File: src/rtl/period_moving_average_if.sv
// Sample/average bus between the period measure block, the moving averager and its consumer.
// The master drives period samples in and receives averaged results.
interface period_moving_average_if #(
    parameter int PERIOD_BITS = 16,
    parameter int AVG_BITS    = 4
);
    logic                          in_change_flag;
    logic [PERIOD_BITS-1:0]        in_period;
    logic                          out_change_flag;
    logic [PERIOD_BITS+AVG_BITS-1:0] out_sum;
    logic                          out_valid;
    logic                          no_signal;

    modport master (
        output in_change_flag,
        output in_period,
        input  out_change_flag,
        input  out_sum,
        input  out_valid,
        input  no_signal
    );

    modport slave (
        input  in_change_flag,
        input  in_period,
        output out_change_flag,
        output out_sum,
        output out_valid,
        output no_signal
    );
endinterface

File: src/rtl/period_moving_average.sv
// Running sum of the last 2^AVG_BITS period samples; the sum is the average period with
// AVG_BITS fractional bits. History is discarded and NO_SIGNAL raised when samples stop.
module period_moving_average #(
    parameter int PERIOD_BITS  = 16,
    parameter int AVG_BITS     = 4,
    parameter int TIMEOUT_BITS = 16
) (
    input  logic i_clk,
    input  logic i_reset,
    period_moving_average_if.slave io_bus
);
    localparam int N        = 1 << AVG_BITS;
    localparam int SUM_BITS = PERIOD_BITS + AVG_BITS;
    localparam logic [AVG_BITS:0]       FILL_FULL = {1'b1, {AVG_BITS{1'b0}}};
    localparam logic [TIMEOUT_BITS-1:0] IDLE_MAX  = '1;
    localparam logic [TIMEOUT_BITS-1:0] IDLE_LAST = IDLE_MAX - 1'b1;

    typedef enum logic [1:0] {
        EMPTY,
        FILLING,
        RUN
    } state_t;

    state_t                  r_state;
    logic [PERIOD_BITS-1:0]  r_buf [N];
    logic [AVG_BITS-1:0]     r_wr_ptr;
    logic [AVG_BITS:0]       r_fill;
    logic [SUM_BITS-1:0]     r_sum;
    logic [TIMEOUT_BITS-1:0] r_idle;
    logic [SUM_BITS-1:0]     r_out_sum;
    logic                    r_out_valid;
    logic                    r_out_change;
    logic                    r_no_signal;

    state_t                  w_next_state;
    logic [AVG_BITS-1:0]     w_next_ptr;
    logic [AVG_BITS:0]       w_next_fill;
    logic [SUM_BITS-1:0]     w_next_sum;
    logic [TIMEOUT_BITS-1:0] w_next_idle;
    logic [SUM_BITS-1:0]     w_next_out_sum;
    logic                    w_next_out_valid;
    logic                    w_next_out_change;
    logic                    w_next_no_signal;
    logic                    w_write;
    logic [PERIOD_BITS-1:0]  w_oldest;
    logic [SUM_BITS-1:0]     w_sum_upd;
    logic [AVG_BITS:0]       w_fill_inc;

    // Once the window is full the slot about to be overwritten holds the oldest sample.
    assign w_oldest   = (r_state == RUN) ? r_buf[r_wr_ptr] : '0;
    assign w_sum_upd  = r_sum + SUM_BITS'(io_bus.in_period) - SUM_BITS'(w_oldest);
    assign w_fill_inc = (r_fill == FILL_FULL) ? r_fill : r_fill + 1'b1;

    always_comb begin
        w_next_state      = r_state;
        w_next_ptr        = r_wr_ptr;
        w_next_fill       = r_fill;
        w_next_sum        = r_sum;
        w_next_idle       = r_idle;
        w_next_out_sum    = r_out_sum;
        w_next_out_valid  = r_out_valid;
        w_next_out_change = 1'b0;
        w_next_no_signal  = r_no_signal;
        w_write           = 1'b0;
        if (io_bus.in_change_flag) begin
            w_write           = 1'b1;
            w_next_ptr        = r_wr_ptr + 1'b1;
            w_next_fill       = w_fill_inc;
            w_next_sum        = w_sum_upd;
            w_next_idle       = '0;
            w_next_no_signal  = 1'b0;
            w_next_out_sum    = w_sum_upd;
            w_next_out_valid  = (w_fill_inc == FILL_FULL);
            w_next_out_change = (w_fill_inc == FILL_FULL);
            w_next_state      = (w_fill_inc == FILL_FULL) ? RUN : FILLING;
        end else if (r_idle != IDLE_MAX) begin
            w_next_idle = r_idle + 1'b1;
            // The idle cycle that brings the counter to its maximum is the timeout; it then sticks.
            if (r_idle == IDLE_LAST) begin
                w_next_state     = EMPTY;
                w_next_ptr       = '0;
                w_next_fill      = '0;
                w_next_sum       = '0;
                w_next_out_sum   = '0;
                w_next_out_valid = 1'b0;
                w_next_no_signal = 1'b1;
            end
        end
    end

    always_ff @(posedge i_clk) begin
        if (i_reset) begin
            r_state      <= EMPTY;
            r_wr_ptr     <= '0;
            r_fill       <= '0;
            r_sum        <= '0;
            r_idle       <= '0;
            r_out_sum    <= '0;
            r_out_valid  <= 1'b0;
            r_out_change <= 1'b0;
            r_no_signal  <= 1'b1;
        end else begin
            r_state      <= w_next_state;
            r_wr_ptr     <= w_next_ptr;
            r_fill       <= w_next_fill;
            r_sum        <= w_next_sum;
            r_idle       <= w_next_idle;
            r_out_sum    <= w_next_out_sum;
            r_out_valid  <= w_next_out_valid;
            r_out_change <= w_next_out_change;
            r_no_signal  <= w_next_no_signal;
        end
    end

    always_ff @(posedge i_clk) begin
        if (!i_reset && w_write) begin
            r_buf[r_wr_ptr] <= io_bus.in_period;
        end
    end

    assign io_bus.out_change_flag = r_out_change;
    assign io_bus.out_sum         = r_out_sum;
    assign io_bus.out_valid       = r_out_valid;
    assign io_bus.no_signal       = r_no_signal;
endmodule
File: src/flat_wrapper.sv
// flat-port wrapper written by rule: the top's interface ports become plain ports
module period_moving_average_flat 
#(
    parameter int PERIOD_BITS  = 16,
    parameter int AVG_BITS     = 4,
    parameter int TIMEOUT_BITS = 16
)
  (i_clk, i_reset, io_bus_in_change_flag, io_bus_in_period, io_bus_out_change_flag, io_bus_out_sum, io_bus_out_valid, io_bus_no_signal);
  period_moving_average_if #(.PERIOD_BITS(PERIOD_BITS), .AVG_BITS(AVG_BITS)) io_bus_i ();
  input  logic i_clk;
  input  logic i_reset;
  input wire logic [$bits(io_bus_i.in_change_flag)-1:0] io_bus_in_change_flag;
  input wire logic [$bits(io_bus_i.in_period)-1:0] io_bus_in_period;
  output wire logic [$bits(io_bus_i.out_change_flag)-1:0] io_bus_out_change_flag;
  output wire logic [$bits(io_bus_i.out_sum)-1:0] io_bus_out_sum;
  output wire logic [$bits(io_bus_i.out_valid)-1:0] io_bus_out_valid;
  output wire logic [$bits(io_bus_i.no_signal)-1:0] io_bus_no_signal;
  assign io_bus_i.in_change_flag = io_bus_in_change_flag;
  assign io_bus_i.in_period = io_bus_in_period;
  assign io_bus_out_change_flag = io_bus_i.out_change_flag;
  assign io_bus_out_sum = io_bus_i.out_sum;
  assign io_bus_out_valid = io_bus_i.out_valid;
  assign io_bus_no_signal = io_bus_i.no_signal;
  period_moving_average #(.PERIOD_BITS(PERIOD_BITS), .AVG_BITS(AVG_BITS), .TIMEOUT_BITS(TIMEOUT_BITS)) u_core (.i_clk(i_clk), .i_reset(i_reset), .io_bus(io_bus_i));
endmodule
File: config.mk
export PLATFORM = sky130hd
export DESIGN_NAME = period_moving_average_flat
export DESIGN_NICKNAME = d
export VERILOG_FILES = /design/src/rtl/period_moving_average_if.sv /design/src/rtl/period_moving_average.sv /design/src/flat_wrapper.sv
export SDC_FILE = /design/constraint.sdc
export NUM_CORES = 1
export LEC_CHECK = 0
export CAP_MARGIN = 20
export CORE_AREA = 2 2 192 156
export DETAILED_ROUTE_END_ITERATION = 10
export DIE_AREA = 0 0 194 158
export PLACE_DENSITY_LB_ADDON = 0.15
export REMOVE_ABC_BUFFERS = 1
export SETUP_SLACK_MARGIN = 0.02
export SLEW_MARGIN = 20
export SYNTH_ARGS = -nofsm -noshare
export SYNTH_HDL_FRONTEND = slang
export SYNTH_SLANG_ARGS = --single-unit
File: constraint.sdc
create_clock -name i_clk -period 5.1 [get_ports i_clk]
set_clock_uncertainty 0.1 [all_clocks]
set_input_delay 1.02 -clock i_clk [delete_from_list [all_inputs] [get_ports i_clk]]
set_output_delay 1.02 -clock i_clk [all_outputs]
set_load 0.02 [all_outputs]
==> After elaboration in Yosys (flattened, before gate mapping) <==
Memory sizes are Yosys's and may differ from the RTL's. A register that Yosys moved wholly into a read port is not among the register bits.
Cells that the tools add are included.
{ "classes": {"n_addsub": 5, "n_eq_ne": 5, "muxes": 26, "n_bitwise": 1, "reduce_logical": 7} }
{ "op_table": {"columns": ["cell", "count"], "rows": [
  ["$mux W20", 3],
  ["$add A20 B16 Y20", 1],
  ["$mux W4", 5],
  ["$mux W5", 4],
  ["$sub A20 B16 Y20", 1],
  ["$add A16 B1 Y16 const B", 1],
  ["$eq A16 B16 Y1 const B", 1],
  ["$mux W16", 1],
  ["$ne A16 B16 Y1 const B", 1],
  ["$eq A5 B5 Y1 const B", 2],
  ["$mux W1", 9],
  ["$mux W2", 4],
  ["$add A5 B1 Y5 const B", 1],
  ["$add A4 B1 Y4 const B", 1],
  ["$reduce_bool A2 Y1", 2],
  ["$reduce_or A2 Y1", 2],
  ["$eq A2 B2 Y1 const B", 1],
  ["$reduce_and A2 Y1", 1],
  ["$logic_and A1 B1 Y1", 1],
  ["$logic_not A1 Y1", 1],
  ["$not A1 Y1", 1]
]} }
{ "totals": {"ff_bits": 50, "ramBits": 256, "in_bits": 19, "output_inout_bits": 23, "word_cells": 53, "n_memories": 1} }
{ "memory_table": {"columns": ["name", "depth", "width", "read_ports", "rd_clocked_by_memory_dff", "wr", "line_no", "source"], "rows": [
  ["u_core.r_buf", 16, 16, 1, 1, 1, "period_moving_average.sv:25", "logic [PERIOD_BITS-1:0] r_buf [N];"]
]} }

==> Depth between registers and ports, before layout <==
{ "logic_depth": {"depth_word": 6, "depth_mapped": 18, "ltp_nobuf": 16} }

==> Least setup slack after synthesis <==
OpenSTA, ideal clock, no wires.
{ "synth_timing": {"path_kind": "flip-flop to flip-flop", "from": "register with a tool-made name", "to": "register u_core.r_sum[19]", "setup_ns": 0.073, "arrival_time_ns": 4.526, "t_required_ns": 4.927, "path_slack_ns": 0.401, "stages_incl_launch_ff": 18, "path_buffers": 3, "synth_period_minus_slack_ns": 4.699, "cell_sequence": "dfxtp_1 > clkbuf_1 > buf_2 > mux4_2 > mux4_2 > nor2b_1 > fa_1 > inv_1 > ha_1 > buf_6 > a21o_1 > o21bai_1 > a221o_1 > a21oi_1 > inv_1 > or3_1 > a211o_1 > o211ai_2"} }
{ "synth_lines": {"columns": ["element", "line_no", "source"], "rows": [
  ["end signal, assigned", "period_moving_average.sv:106", "r_sum <= w_next_sum;"],
  ["end, declared", "period_moving_average.sv:28", "logic [SUM_BITS-1:0] r_sum;"]
]} }

==> flow_metrics.tcl <==
set metrics [dict create \
    synthTopCellsByArea "edfxtp_1, mux4_2, dfxtp_1" \
    grt_usage_pct 20.44 \
    yosysTopAreaCell "edfxtp_1" \
    numCtsBuffers 31 \
    synthMuxAreaShare_pct 13.67 \
    core.rowCount 56 \
    yosysTopAreaCellShare_pct 57.64 \
    crit_type "reg2reg" \
    grt_pass1_wl_um 46580 \
    maxSlewHeadroom_pct 41.79 \
    grt_pass1_vias 7614 \
    critical_path.endpoint_type "register" \
    async_flop_share_pct 0 \
    dr.first_iter.drc_count 571 \
    post-route-period-util_pct 92.83 \
    tightest_slew_ns 0.8685 \
    yosysMostFrequentCell "edfxtp_1" \
    hp-class "reg2reg" \
    postCtsSetupBuffers 0 \
    synth_edf_count 256 \
    core_region_area_mm2 0.02887 \
    slew_viol_final 0 \
    fmax_mhz 211.2 \
    synth-seq-cells 309 \
    grt_remaining_overflow 0 \
    pre_cts_ws_ns 0.4185 \
    synth.avg_cell_area_um2 16.20 \
    setup_viol 0 \
    ys.flop_type "edfxtp_1" \
    leakagePower_nw 5.416 \
    yosys.area_share.simple_pct 5.901 \
    tns_ns 0 \
    max_cap_violations 0 \
    num_vias 7462 \
    crit_slowest_cell "mux4_2" \
    post-route-min-period_ns 4.735 \
    synthTopCellsByCount "edfxtp_1, mux4_2, inv_1, dfxtp_1, nor2_1" \
    diodes 0 \
    antenna_found_initial 0 \
    required_ns 5.44 \
    dieHeight_um 158 \
    synth_cells 823 \
    nets 987 \
    wl_per_cell_um 23.06 \
    synthXorXnorAreaFrac_pct 2.167 \
    crit_family "multiplexers" \
    routabilityCongestion 0.8154 \
    via_per_inst 5.644 \
    io_pins 42 \
    drive_gt1_share_pct 21.69 \
    firstDrtPassIters 5 \
    use_met2_pct 34.38 \
    grt_use_met3_pct 3.494 \
    synth_warnings 0 \
    top_usage_layer "met2" \
    synth-adder-area-share_pct 5.029 \
    cts.repair.resized 0 \
    ys_seq_area_share_pct 65.60 \
    start_util_pct 46.20 \
    drc_errors 0 \
    n_fill_cell 2292 \
    rsz0062_at_grt "no" \
    ctsHoldBuffers 0 \
    insertion_delay_ns 0.57 \
    ir_drop_v 0.0003621 \
    clockBufferDepth 3 \
    setup_ws_ns 0.3654 \
    htree_levels 1 \
    max_stage_delay_ns 0.53 \
    synth_compound_area_share_pct 4.334 \
    cts_root_buffer "clkbuf_16" \
    crit_fanout 12 \
    grt.met1_usage_pct 28.28 \
    synth_cell_types 56 \
    numClockSinks 309 \
    clk_pin_slew_ns 0.06 \
    areaGrowthSynthToFinish_pct 17.44 \
    start_kind "register" \
    die-area_mm2 0.03065 \
    hold_viol_final 0 \
    final_antenna_net_count 0 \
    p_per_area_mw_per_mm2 425.1 \
    die_x_um 194 \
    outcome "finished, final reports clean" \
    cts_tree "yes" \
    dp_hpwl_um 20000 \
    portBuffers 41 \
    synth_area_mm2 0.01334 \
    synth_top_family_by_area "multiplexers" \
    cp_num_buf_inv 2 \
    cp.arrival_ns 5.08 \
    holdWs_ns 0.3562 \
    routed_wl_um 30490 \
    grt_max_degree 41 \
    cp_cell_sequence "buf_4 > mux4_2 > mux4_2 > nor2b_1 > fa_1 > inv_1 > ha_1 > nor2b_1 > o21ai_1 > a211oi_1 > or3_1 > a31o_1 > a31oi_1 > xor2_1 > o21ai_1" \
]
kinds of logic (layout without fill, tap and decap cells):
kind of cell,after synthesis,after routing
DFF,309,309
buffers and inverters,110,232
xor gates and xnor gates,33,33
adders and majority gates,44,44
muxes,82,82
AOI/OAI and AO/OA,87,87
and+or+nand+nor,158,158
stage by stage:
step | cell area [µm²] | util, % | std cells | power (mW)
after floorplan | 13190 | - | 790 | 3.873
after global placement | 14590 | 50.54 | 1268 | 4.278
after detailed placement | 14590 | 50.54 | 1268 | 4.289
after CTS | 15660 | 54.26 | 1322 | 6.707
after global routing | 15660 | 54.26 | 1322 | 6.957
final | 15660 | 54.26 | 1322 | 6.658
power breakdown:
group / switching [mW] / total (mW) / leakage [nW] / internal, mW
sequential: 0.0835 / 2.89 / 2.74 / 2.81
clock: 0.950 / 2.41 / 0.518 / 1.46
combinational: 0.744 / 1.36 / 2.16 / 0.613
sequential cells by signal (all words and copies together), names as in the netlist, named ones only:
register,cells
u_core.io_bus.no_signal,1
u_core.r_fill,5
u_core.io_bus.out_valid,1
u_core.r_wr_ptr,4
u_core.io_bus.out_change_flag,1
u_core.r_sum,20
u_core.r_buf,256
u_core.r_idle,16
u_core.r_state,1
worst min-delay path, delay by kind of cell (launching register included):
kind / cells / cell delay [ns]
AO/OA/AOI/OAI: 1 / 0.05
flip-flops: 1 / 0.30
AND/OR/NAND/NOR: 1 / 0.05
routing by layer:
layer  vias to the layer above  wire [µm]
met3                        45       1703
met5                         -          0
met1                      3861      13450
met2                       225      14760
li1                       3331          -
met4                         0        571
area by class of cell:
type / instances / area [µm²] / share of cell area [%]
clock inverter: 20 / 286.5 / 1.829
inverter: 77 / 289.0 / 1.845
clock buffer: 34 / 787.0 / 5.025
timing repair buffer: 101 / 898.4 / 5.736
tap: 377 / 471.7 / 3.012
sequential: 309 / 8753 / 55.89
multi-input combinational: 404 / 4177 / 26.67
worst paths after layout:
path / cells after the start / from / end / slack (ns)
max reg2reg: 15 / register / u_core.r_sum[12] / 0.37
min: 2 / u_core.r_state[0] / u_core.r_state[0] / 0.36
min reg2reg: 2 / u_core.r_state[0] / u_core.r_state[0] / 0.36
max: 15 / register / u_core.r_sum[12] / 0.37
cell usage in the layout, fill, tap and decap left out, types with 3 or more instances in the layout:
master             n
ha_1              28
inv_6              3
clkbuf_16         31
nor3_1             7
nand4_1            7
a31oi_1            7
o21ai_1           14
nor3_2             4
a21oi_2            3
clkdlybuf4s50_1   41
a311oi_1           4
o211ai_1           3
a21o_1            12
buf_12             3
fa_1              16
a21oi_1           17
dfxtp_1           51
o21ai_0            8
and3_1             6
edfxtp_1         256
nor2b_1           20
nand2_1           38
mux4_2            80
or3_1              5
nand3_1           10
inv_1             76
a22o_1             4
bufinv_16          7
nand2b_1           4
clkinv_1           6
clkbuf_1           3
nor2_1            42
buf_4             57
xor2_1            25
xnor2_1            8
Power figures use the tool's default switching activity.
